File: config.mk
export PLATFORM = sky130hd
export DESIGN_NAME = fifo_burst_reader
export DESIGN_NICKNAME = d
export VERILOG_FILES = /design/src/rtl/fifo_burst_reader.sv
export SDC_FILE = /design/constraint.sdc
export NUM_CORES = 1
export LEC_CHECK = 0
export CELL_PAD_IN_SITES_DETAIL_PLACEMENT = 0
export CELL_PAD_IN_SITES_GLOBAL_PLACEMENT = 1
export CORE_ASPECT_RATIO = 1.1
export CORE_MARGIN = 2
export CORE_UTILIZATION = 39
export CTS_BUF_LIST = sky130_fd_sc_hd__clkbuf_16
export CTS_CLUSTER_SIZE = 25
export DETAILED_ROUTE_END_ITERATION = 6
export PLACE_DENSITY = 0.86
export SLEW_MARGIN = 25
export SYNTH_ARGS = -nofsm -noshare
export SYNTH_HDL_FRONTEND = slang
export SYNTH_SLANG_ARGS = --single-unit
export TNS_END_PERCENT = 30
File: constraint.sdc
create_clock -name ap_clk -period 2.95 [get_ports ap_clk]
set_clock_uncertainty 0.1 [all_clocks]
set_input_delay 0.59 -clock ap_clk [delete_from_list [all_inputs] [get_ports ap_clk]]
set_output_delay 0.59 -clock ap_clk [all_outputs]
set_load 0.1 [all_outputs]
File: src/rtl/fifo_burst_reader.sv
// Drains an upstream FIFO in fixed-length TLAST-framed bursts, or in one partial
// burst on flush, through a 2-entry output buffer that absorbs downstream backpressure.
module fifo_burst_reader #(
    parameter int WIDTH   = 8,
    parameter int COUNT_W = 14,
    parameter int BURST   = 16
) (
    input  logic               ap_clk,
    input  logic               ap_rst_n,
    input  logic [COUNT_W-1:0] fifo_count,
    input  logic               flush,
    input  logic [WIDTH-1:0]   in0_V_V_TDATA,
    input  logic               in0_V_V_TVALID,
    output logic               in0_V_V_TREADY,
    output logic [WIDTH-1:0]   out_V_V_TDATA,
    output logic               out_V_V_TVALID,
    input  logic               out_V_V_TREADY,
    output logic               out_V_V_TLAST,
    output logic [15:0]        burst_cnt,
    output logic               busy
);

    typedef enum logic [1:0] {
        ST_IDLE,
        ST_BURST,
        ST_FLUSH
    } state_t;

    localparam logic [COUNT_W-1:0] BURST_LEN = COUNT_W'(BURST);
    localparam logic [COUNT_W-1:0] ONE       = COUNT_W'(1);

    state_t             state, state_nxt;
    logic [COUNT_W-1:0] remaining, remaining_nxt;

    logic [WIDTH-1:0]   buf_data [2];
    logic               buf_last [2];
    logic               wr_ptr, rd_ptr;
    logic [1:0]         occ;

    logic               push, pop, push_last;

    // Ready depends only on registered state and occupancy, never on out TREADY.
    assign in0_V_V_TREADY = (state != ST_IDLE) && (occ != 2'd2);
    assign push           = in0_V_V_TVALID && in0_V_V_TREADY;
    assign pop            = out_V_V_TVALID && out_V_V_TREADY;
    assign push_last      = (remaining == ONE);

    assign out_V_V_TVALID = (occ != 2'd0);
    assign out_V_V_TDATA  = buf_data[rd_ptr];
    assign out_V_V_TLAST  = buf_last[rd_ptr];
    assign busy           = (state != ST_IDLE) || (occ != 2'd0);

    always_comb begin
        // NOTE: defaults first so every path assigns every output; no latches.
        state_nxt     = state;
        remaining_nxt = remaining;
        unique case (state)
            ST_IDLE: begin
                if (fifo_count >= BURST_LEN) begin
                    state_nxt     = ST_BURST;
                    remaining_nxt = BURST_LEN;
                end else if (flush && (fifo_count != '0)) begin
                    state_nxt     = ST_FLUSH;
                    remaining_nxt = fifo_count;
                end
            end
            ST_BURST, ST_FLUSH: begin
                if (push) begin
                    remaining_nxt = remaining - ONE;
                    if (push_last) state_nxt = ST_IDLE;
                end
            end
            default: begin
                state_nxt     = ST_IDLE;
                remaining_nxt = '0;
            end
        endcase
    end

    // NOTE: sequential state uses non-blocking assignments so all registers update together.
    always_ff @(posedge ap_clk) begin
        if (!ap_rst_n) begin
            state     <= ST_IDLE;
            remaining <= '0;
        end else begin
            state     <= state_nxt;
            remaining <= remaining_nxt;
        end
    end

    // NOTE: the buffer is only two entries, so it is reset to give clean zero outputs.
    always_ff @(posedge ap_clk) begin
        if (!ap_rst_n) begin
            buf_data[0] <= '0;
            buf_data[1] <= '0;
            buf_last[0] <= 1'b0;
            buf_last[1] <= 1'b0;
            wr_ptr      <= 1'b0;
            rd_ptr      <= 1'b0;
            occ         <= 2'd0;
        end else begin
            if (push) begin
                buf_data[wr_ptr] <= in0_V_V_TDATA;
                buf_last[wr_ptr] <= push_last;
                wr_ptr           <= ~wr_ptr;
            end
            if (pop) rd_ptr <= ~rd_ptr;
            unique case ({push, pop})
                2'b10:   occ <= occ + 2'd1;
                2'b01:   occ <= occ - 2'd1;
                default: occ <= occ;
            endcase
        end
    end

    always_ff @(posedge ap_clk) begin
        if (!ap_rst_n)                 burst_cnt <= '0;
        else if (pop && out_V_V_TLAST) burst_cnt <= burst_cnt + 16'd1;
    end

endmodule

==> impl_metrics.py, run 1 <==
metrics = {
    "pwr": {
        "seq_power_share_pct": 33.2,
        "pwr-share-clk_pct": 21.7,
        "powerDensity_nw_per_um2": 830,
        "p_sw_w": 0.00121,
        "vdd_drop_max_v": 0.000570,
        "p_sw_share_pct": 42.5,
        "leakagePower_nw": 1.33,
        "combinationalPowerShare_pct": 45.1,
        "internal_power_w": 0.00164,
    },
    "clock_tree": {
        "clkSlewWorstSetupHoldPaths_ps": 70,
        "ctsLongestPathBuffers": 2,
        "post_cts_resized": 0,
        "clk_latency_ps": 280,
        "post-cts-setup-buffers": 0,
        "cts_num_sinks": 55,
        "htree_levels": 2,
        "ctsHoldBuffers": 0,
        "cts_root_buffer": "clkbuf_16",
        "cts_tree": "yes",
        "cts_made_buffers": 5,
    },
    "timing": {
        "setup_viol": 0,
        "relSlewSlack_pct": 55.1,
        "grt_setup_unrepaired": "no",
        "final-max-slew-violation-count": 0,
        "tightest_slew_ps": 667,
        "fmax_mhz": 408,
        "tns_ps": 0,
        "timing.final.hold_violations": 0,
        "fin_crit_ps": 2450,
        "fin_crit_sh_pct": 83.1,
    },
    "global_routing": {
        "grt_pass1_wl_um": 10100,
        "grt_max_degree": 31,
        "antenna_found_initial": 0,
        "grt_usage_pct": 15.7,
        "grt_remaining_overflow": 0,
        "grt_pass1_vias": 2186,
    },
    "floorplan": {
        "pin_count": 55,
        "start_util_pct": 40.8,
        "die_h_um": 91.7,
        "dieArea_um2": 7670,
        "placementRows": 31,
        "dieWidth_um": 83.7,
        "core_area_um2": 6670,
    },
    "drt": {
        "via_per_inst": 5.24,
        "via_count": 2231,
        "drt_iter0_markers": 85,
        "wirelength_um": 5890,
        "detail_route.first_pass.iterations": 4,
        "drc_errors": 0,
        "wl_per_cell_um": 13.8,
        "drt.antenna.violating_nets": 0,
    },
    "synthesis": {
        "synth-edff-count": 16,
        "ys.flop_type": "dfxtp_1",
        "seq_area_frac_synth_pct": 46.3,
        "syn_nets": 320,
        "synth_seq_cells": 55,
        "synth.top_cells.by_area": "dfxtp_1, edfxtp_1, nor2_1, and2_1, mux2_2",
        "yosysWarningCount": 0,
        "ys_types": 51,
        "synth_top_area_share_pct": 28.7,
        "syn_area_per_cell_um2": 9.49,
        "async_flop_share_pct": 0,
        "synth_area_leader_cell": "dfxtp_1",
        "syn_area_um2": 2720,
        "synth_cells": 287,
    },
    "layout": {
        "layout-drive-gt1-share_pct": 18.0,
        "fill_cells": 621,
        "area_delta_synth_final_pct": 26.4,
        "nets": 376,
        "layout_common_cells": "dfxtp_1, buf_4, nor2_1",
        "final_common_cell": "dfxtp_1",
        "fin_area_um2": 3440,
        "diodes": 0,
        "post-route-util_pct": 51.6,
    },
    "worst_setup_path": {
        "rr_worst_depth": 6,
        "critPathLaunchType": "flop",
        "cpMaxStageDelayCell": "dfxtp_1",
        "cp_max_fo": 9,
        "worst-path-buf-inv": 2,
        "path_depth": 3,
        "cp-end-kind": "primary output",
        "cpPeakStageDelay_ps": 580,
        "path_delay_family": "flip-flops",
        "crit_chain": "mux2i_1, inv_1, buf_4",
        "crit_type": "flop to primary output",
        "crit_arrival_ps": 1760,
        "crit_required_ps": 2260,
    },
    "run": {
        "maxCapViolations": 0,
    },
    "worst_hold_path": {
        "holdPathStages": 2,
        "hold_class": "flop to flop",
    },
    "placed_design": {
        "dp.final_hpwl_um": 4330,
        "port_buffers": 54,
        "gp_congestion": 0.867,
        "dpl_cell_area_um2": 3280,
    },
    "outcome": {
        "status": "complete, no violations",
    },
}
==> per-stage QoR <==
| stage | total power (W) | hold WS [ps] | setup slack, ps | std cells |
|---|---|---|---|---|
| 3_5_place_dp | 0.00224 | 371 | 306 | 418 |
| 4_1_cts | 0.00287 | 382 | 462 | 426 |
| 6_report | 0.00286 | 383 | 498 | 426 |
| 3_3_place_gp | 0.00223 | 357 | 438 | 418 |
| 5_1_grt | 0.00302 | 416 | 346 | 426 |
| 2_1_floorplan | 0.00198 | 349 | 365 | 287 |
==> tightest hold or removal path, delay by kind of cell, from the launching register on <==
| kind | cells | cell delay (ps) |
|---|---|---|
| DFF | 1 | 330 |
| and+or+nand+nor | 1 | 60 |
| AOI/OAI and AO/OA | 1 | 50 |
==> cell usage after synthesis, types with 6 or more instances <==
library cell  number
dfxtp_1           39
nor2_1            31
nand2_1           18
and2_1            17
a21oi_1           16
edfxtp_1          16
inv_1             12
xor2_1            10
nand3_1            9
nor3_1             9
xnor2_1            9
mux2_2             8
o21ai_0            8
o21ai_1            7
ha_1               6
nand4_1            6
o31ai_1            6
or3_1              6
==> power groups by stage <==
stage	logic, W	clock network, W	registers (W)
6_report	0.00129	0.000621	0.000947
5_1_grt	0.00139	0.000672	0.000963
4_1_cts	0.00129	0.000635	0.000946
3_5_place_dp	0.00128	0	0.000963
3_3_place_gp	0.00127	0	0.000959
2_1_floorplan	0.00105	0	0.000933
==> logic make-up (layout without fill, tap and decap cells) <==
family	after synthesis	in the layout	synth area share [%]
xor gates and xnor gates	19	19	6.11
AOI/OAI and AO/OA	50	50	11.2
DFF	55	55	46.3
muxes	10	10	4.04
and+or+nand+nor	123	123	25.6
buffers and inverters	24	81	4.04
adders and majority gates	6	6	2.76
==> sequential cells by signal, summed over array words and instances (netlist names), named ones only <==
| register | cells |
|---|---|
| buf_data | 16 |
| buf_last | 2 |
| burst_cnt | 16 |
| occ | 2 |
| rd_ptr | 1 |
| remaining | 14 |
| state | 2 |
| wr_ptr | 1 |
==> per-layer routing <==
layer	up-vias	GRT usage, %	part of all wire [%]
met2	41	29.1	52
met4	0	3.49	0.81
met1	1053	19.1	44
met5	-	0	0
li1	1130	-	-
met3	7	2.52	3.5
==> final timing paths <==
kind	startpoint	to	slack (ps)
worst max-delay path	flop	out_V_V_TLAST	500
worst max register to register	state[1]	remaining[13]	680
worst min register to register	remaining[12]	remaining[12]	380
worst min-delay path	remaining[12]	remaining[12]	380
==> final cells by class <==
type,count,area [um^2],share of cell area (%)
clock buffer,6,150,4.36
multi-input combinational,208,1350,39.3
sequential,55,1260,36.6
clock inverter,2,11.3,0.327
tap,82,103,2.98
inverter,13,48.8,1.42
timing repair buffer,60,515,15.0
Note: power is estimated with default switching activity, not from simulation.
==> run 2, diff against run 1 <==
CORE_UTILIZATION = 35   (was 39)
PLACE_DENSITY = 0.81   (was 0.86)
clock period = 2.05 ns   (was 2.95 ns; I/O delays follow)
==> run 2 against run 1 <==
Total power is 64% higher. Worst hold slack better by 4.8 ps. Clock-buffer cell count unchanged. Combinational power is 88% higher. Core utilization rose by 1.5 points. Clock power is 46% higher. Critical path type unchanged. Critical endpoint is now busy. Largest power group unchanged.
==> impl_metrics.py, run 2 (synthesized netlist as in run 1, its figures left out) <==
metrics = {
    "outcome": {
        "status": "complete, no violations",
    },
    "clock_tree": {
        "cts_made_buffers": 5,
        "clk_latency_ps": 290,
        "ctsLongestPathBuffers": 2,
        "cts_tree": "yes",
        "clkSlewWorstSetupHoldPaths_ps": 70,
        "htree_levels": 2,
        "cts_num_sinks": 55,
        "cts_root_buffer": "clkbuf_16",
        "ctsHoldBuffers": 0,
    },
    "timing": {
        "tightest_slew_ps": 451,
        "grt_setup_unrepaired": "yes",
        "tns_ps": 0,
        "relSlewSlack_pct": 69.9,
        "timing.final.hold_violations": 0,
        "fin_crit_sh_pct": 98.5,
        "fin_crit_ps": 2020,
        "final-max-slew-violation-count": 0,
        "fmax_mhz": 495,
        "setup_viol": 0,
    },
    "run": {
        "maxCapViolations": 0,
    },
    "worst_setup_path": {
        "critPathLaunchType": "flop",
        "crit_arrival_ps": 1510,
        "r2r_slack_ps": 100,
        "crit_type": "flop to primary output",
        "cp_max_fo": 4,
        "crit_required_ps": 1540,
        "critical_path.startpoint": "state[1]",
        "cp-end-kind": "primary output",
        "r2r_start": "state[0]",
    },
    "layout": {
        "seq_area_um2": 1280,
        "final_common_cell": "buf_4",
        "multi_input_area_um2": 1420,
        "final_cells": 476,
        "layout-drive-gt1-share_pct": 30.2,
        "diodes": 0,
        "layout_common_cells": "buf_4, nor2_1, dfxtp_1, clkdlybuf4s50_1",
        "fin_area_um2": 3990,
        "post-route-util_pct": 53.0,
        "nets": 403,
        "area_delta_synth_final_pct": 46.3,
        "fill_cells": 690,
        "reg_top3": "buf_data (16), burst_cnt (16), remaining (14)",
    },
    "placed_design": {
        "dp.cells": 468,
        "port_buffers": 54,
        "dp.final_hpwl_um": 4590,
        "gp_congestion": 0.804,
        "dpl_cell_area_um2": 3750,
    },
    "global_routing": {
        "antenna_found_initial": 0,
        "grt_pass1_wl_um": 10300,
        "grt_max_degree": 21,
        "grt_usage_pct": 15.4,
        "grt_remaining_overflow": 0,
        "grt_pass1_vias": 2267,
    },
    "drt": {
        "drt_iter0_markers": 68,
        "detail_route.first_pass.iterations": 4,
        "drt.antenna.violating_nets": 0,
        "via_per_inst": 4.93,
        "wl_per_cell_um": 13.1,
        "via_count": 2348,
        "wirelength_um": 6230,
        "drc_errors": 0,
    },
    "pwr": {
        "powerDensity_nw_per_um2": 1180,
        "vdd_drop_max_v": 0.000636,
        "leakagePower_nw": 1.54,
    },
    "floorplan": {
        "dieArea_um2": 8500,
        "pin_count": 55,
        "core_area_um2": 7510,
        "placementRows": 33,
        "dieWidth_um": 88.1,
        "start_util_pct": 36.2,
        "die_h_um": 96.5,
    },
    "worst_hold_path": {
        "hold_class": "flop to flop",
        "min-delay-start": "remaining[6]",
    },
}
-- run 2: metal layers --
metal  vias up  track usage [%]  routed length, um
li1       1187                -                  -
met1      1105             17.9               2780
met2        44             28.3               3120
met3        12             2.80                201
met4         0             5.05                126
met5         -                0                  0
-- run 2: final timing paths --
| check | to | cells past startpoint |
|---|---|---|
| worst max register to register | remaining[13] | 6 |
| worst min-delay path | remaining[6] | 2 |
| worst min register to register | remaining[6] | 2 |
| worst max-delay path | busy | 6 |
-- run 2: area by class of cell --
class / instances / area share, %
multi-input cells: 208 / 35.6
flip-flops and latches: 55 / 32.0
repair buffers: 87 / 23.8
clock buffers: 6 / 3.77
well taps: 105 / 3.30
inverters: 13 / 1.22
clock inverters: 2 / 0.282
-- run 2: what timing repair did --
| action | 4_1_cts | 5_1_grt |
|---|---|---|
| cloned | 0 | 0 |
| setup endpoints to repair | 5 | 13 |
| buffers inserted | 0 | 0 |
| pin swaps | 1 | 2 |
| gates resized for setup | 5 | 11 |
-- run 2: metrics by stage --
| step | setup WS (ps) | power (W) | hold WS [ps] |
|---|---|---|---|
| floorplan | -152 | 0.00286 | 349 |
| global placement | -176 | 0.00367 | 358 |
| detailed placement | -189 | 0.00370 | 369 |
| CTS | 16.1 | 0.00464 | 380 |
| global route | -20.4 | 0.00493 | 407 |
| finish | 31.0 | 0.00469 | 388 |
-- run 2: where the power goes --
group          total (W)  internal, W  switching, W
combinational    0.00243      0.00102       0.00141
sequential       0.00135      0.00125     0.0000995
clock           0.000909     0.000523      0.000385
-- run 2: critical path: stages, from the launching register on --
cell and delay, ps:
dfxtp_2 330, inv_2 70, ha_4 180, buf_4 120, inv_1 40, or2_2 310, buf_12 170
==> run 3, diff against run 2 <==
CTS_CLUSTER_DIAMETER = 60   (was default)
TNS_END_PERCENT = 100   (was 30)
==> run 3 against run 2 <==
Critical path type is now flop to flop. Worst hold slack worse by 2.2 ps. Critical path depth up 1. Via count up 0.21%.
==> impl_metrics.py, run 3 (synthesized netlist as in run 1, its figures left out) <==
metrics = {
    "global_routing": {
        "grt_remaining_overflow": 0,
        "antenna_found_initial": 0,
        "grt_max_degree": 29,
        "grt_pass1_vias": 2243,
        "grt_pass1_wl_um": 10300,
        "grt_usage_pct": 15.2,
    },
    "run": {
        "maxCapViolations": 0,
    },
    "clock_tree": {
        "clkSlewWorstSetupHoldPaths_ps": 70,
        "cts_root_buffer": "clkbuf_16",
        "cts_num_sinks": 55,
        "cts_made_buffers": 5,
        "ctsHoldBuffers": 0,
        "ctsLongestPathBuffers": 2,
        "clk_latency_ps": 280,
        "htree_levels": 2,
        "cts_tree": "yes",
    },
    "worst_setup_path": {
        "crit_arrival_ps": 2020,
        "path_delay_family": "simple AND/OR/NAND/NOR gates",
        "cp-end-kind": "flop",
        "crit_required_ps": 2120,
        "crit_type": "flop to flop",
        "crit_chain": "inv_2, ha_2, or3b_4, nor4_4, nand3b_1, a32oi_1, a21oi_1",
        "cp_max_fo": 5,
        "r2r_slack_ps": 90,
        "cpPeakStageDelay_ps": 410,
        "cpMaxStageDelayCell": "or3b_4",
        "critPathLaunchType": "flop",
        "worst-path-buf-inv": 1,
    },
    "floorplan": {
        "start_util_pct": 36.2,
        "die_h_um": 96.5,
        "dieArea_um2": 8500,
        "pin_count": 55,
        "dieWidth_um": 88.1,
        "placementRows": 33,
        "core_area_um2": 7510,
    },
    "drt": {
        "via_count": 2353,
        "wl_per_cell_um": 12.6,
        "wirelength_um": 6000,
        "drt_iter0_markers": 110,
        "drc_errors": 0,
        "detail_route.first_pass.iterations": 4,
        "via_per_inst": 4.96,
        "drt.antenna.violating_nets": 0,
    },
    "timing": {
        "fin_crit_sh_pct": 95.5,
        "tns_ps": 0,
        "fin_hold_ws_ps": 386,
        "fin_crit_ps": 1960,
        "setup_viol": 0,
        "final-max-slew-violation-count": 0,
        "timing.final.hold_violations": 0,
        "timing.final.ws_setup_ps": 92.9,
        "fmax_mhz": 511,
        "grt_setup_unrepaired": "no",
        "relSlewSlack_pct": 71.1,
        "tightest_slew_ps": 429,
    },
    "layout": {
        "fill_cells": 690,
        "area_delta_synth_final_pct": 46.6,
        "seq_area_um2": 1280,
        "layout_common_cells": "buf_4, nor2_1, clkdlybuf4s50_1",
        "multi_input_area_um2": 1420,
        "diodes": 0,
        "layout-drive-gt1-share_pct": 31.4,
        "fin_area_um2": 3990,
        "nets": 401,
        "reg_top3": "buf_data (16), burst_cnt (16), remaining (14)",
        "final_common_cell": "buf_4",
    },
    "placed_design": {
        "dpl_cell_area_um2": 3740,
        "port_buffers": 54,
        "dp_worst_setup_slack_ps": -217,
        "dp.final_hpwl_um": 4540,
        "gp_congestion": 0.758,
    },
    "outcome": {
        "status": "complete, no violations",
    },
    "pwr": {
        "powerDensity_nw_per_um2": 1200,
        "leakagePower_nw": 1.53,
        "vdd_drop_max_v": 0.00114,
    },
    "worst_hold_path": {
        "hold_class": "flop to flop",
    },
}
## run 3: cell count changes in the layout (fill, tap and decap cells not counted), sizes merged
cell,change
buf,-2
bufinv,+1
clkbuf,-1
## run 3: final cells by class
cell class	instances	share of cell area (%)
inverters	13	1.22
multi-input cells	208	35.7
flip-flops and latches	55	32.1
repair buffers	85	23.6
clock inverters	3	1.03
well taps	105	3.29
clock buffers	5	3.13
## run 3: worst paths after layout
check                                   start       endpoint  cells past startpoint
worst min-delay path            remaining[12]  remaining[12]                      2
worst max-delay path             remaining[0]  remaining[12]                      7
worst min register to register  remaining[12]  remaining[12]                      2
worst max register to register   remaining[0]  remaining[12]                      7
## run 3: through the flow
stage          utilization, %  std cells  total power, W
2_1_floorplan               -        287         0.00288
3_3_place_gp             49.8        464         0.00369
3_5_place_dp             49.8        464         0.00373
4_1_cts                  52.3        472         0.00472
5_1_grt                  53.1        474         0.00507
6_report                 53.1        474         0.00478
## run 3: worst min-delay path, cell delays in order, from the launching register on
cell and delay (ps):
dfxtp_1 330, nand2_1 60, a21oi_1 50
## run 3: metal layers
metal | share of wire (%) | global-route usage [%] | wire length (um)
met3 | 4.0 | 3.57 | 241
met1 | 43 | 18.5 | 2600
met4 | 0.63 | 3.54 | 38
met5 | 0 | 0 | 0
met2 | 52 | 27.3 | 3120
## run 3: repair_timing
action / CTS / global route
setup endpoints to repair: 4 / 5
buffers inserted: 0 / 2
resized for setup: 5 / 15
pin swaps: 0 / 5
## run 3: power breakdown
group / internal, W / switching (W)
clock network: 0.000571 / 0.000356
registers: 0.00125 / 0.000108
logic: 0.00109 / 0.00140
total: 0.00292 / 0.00186
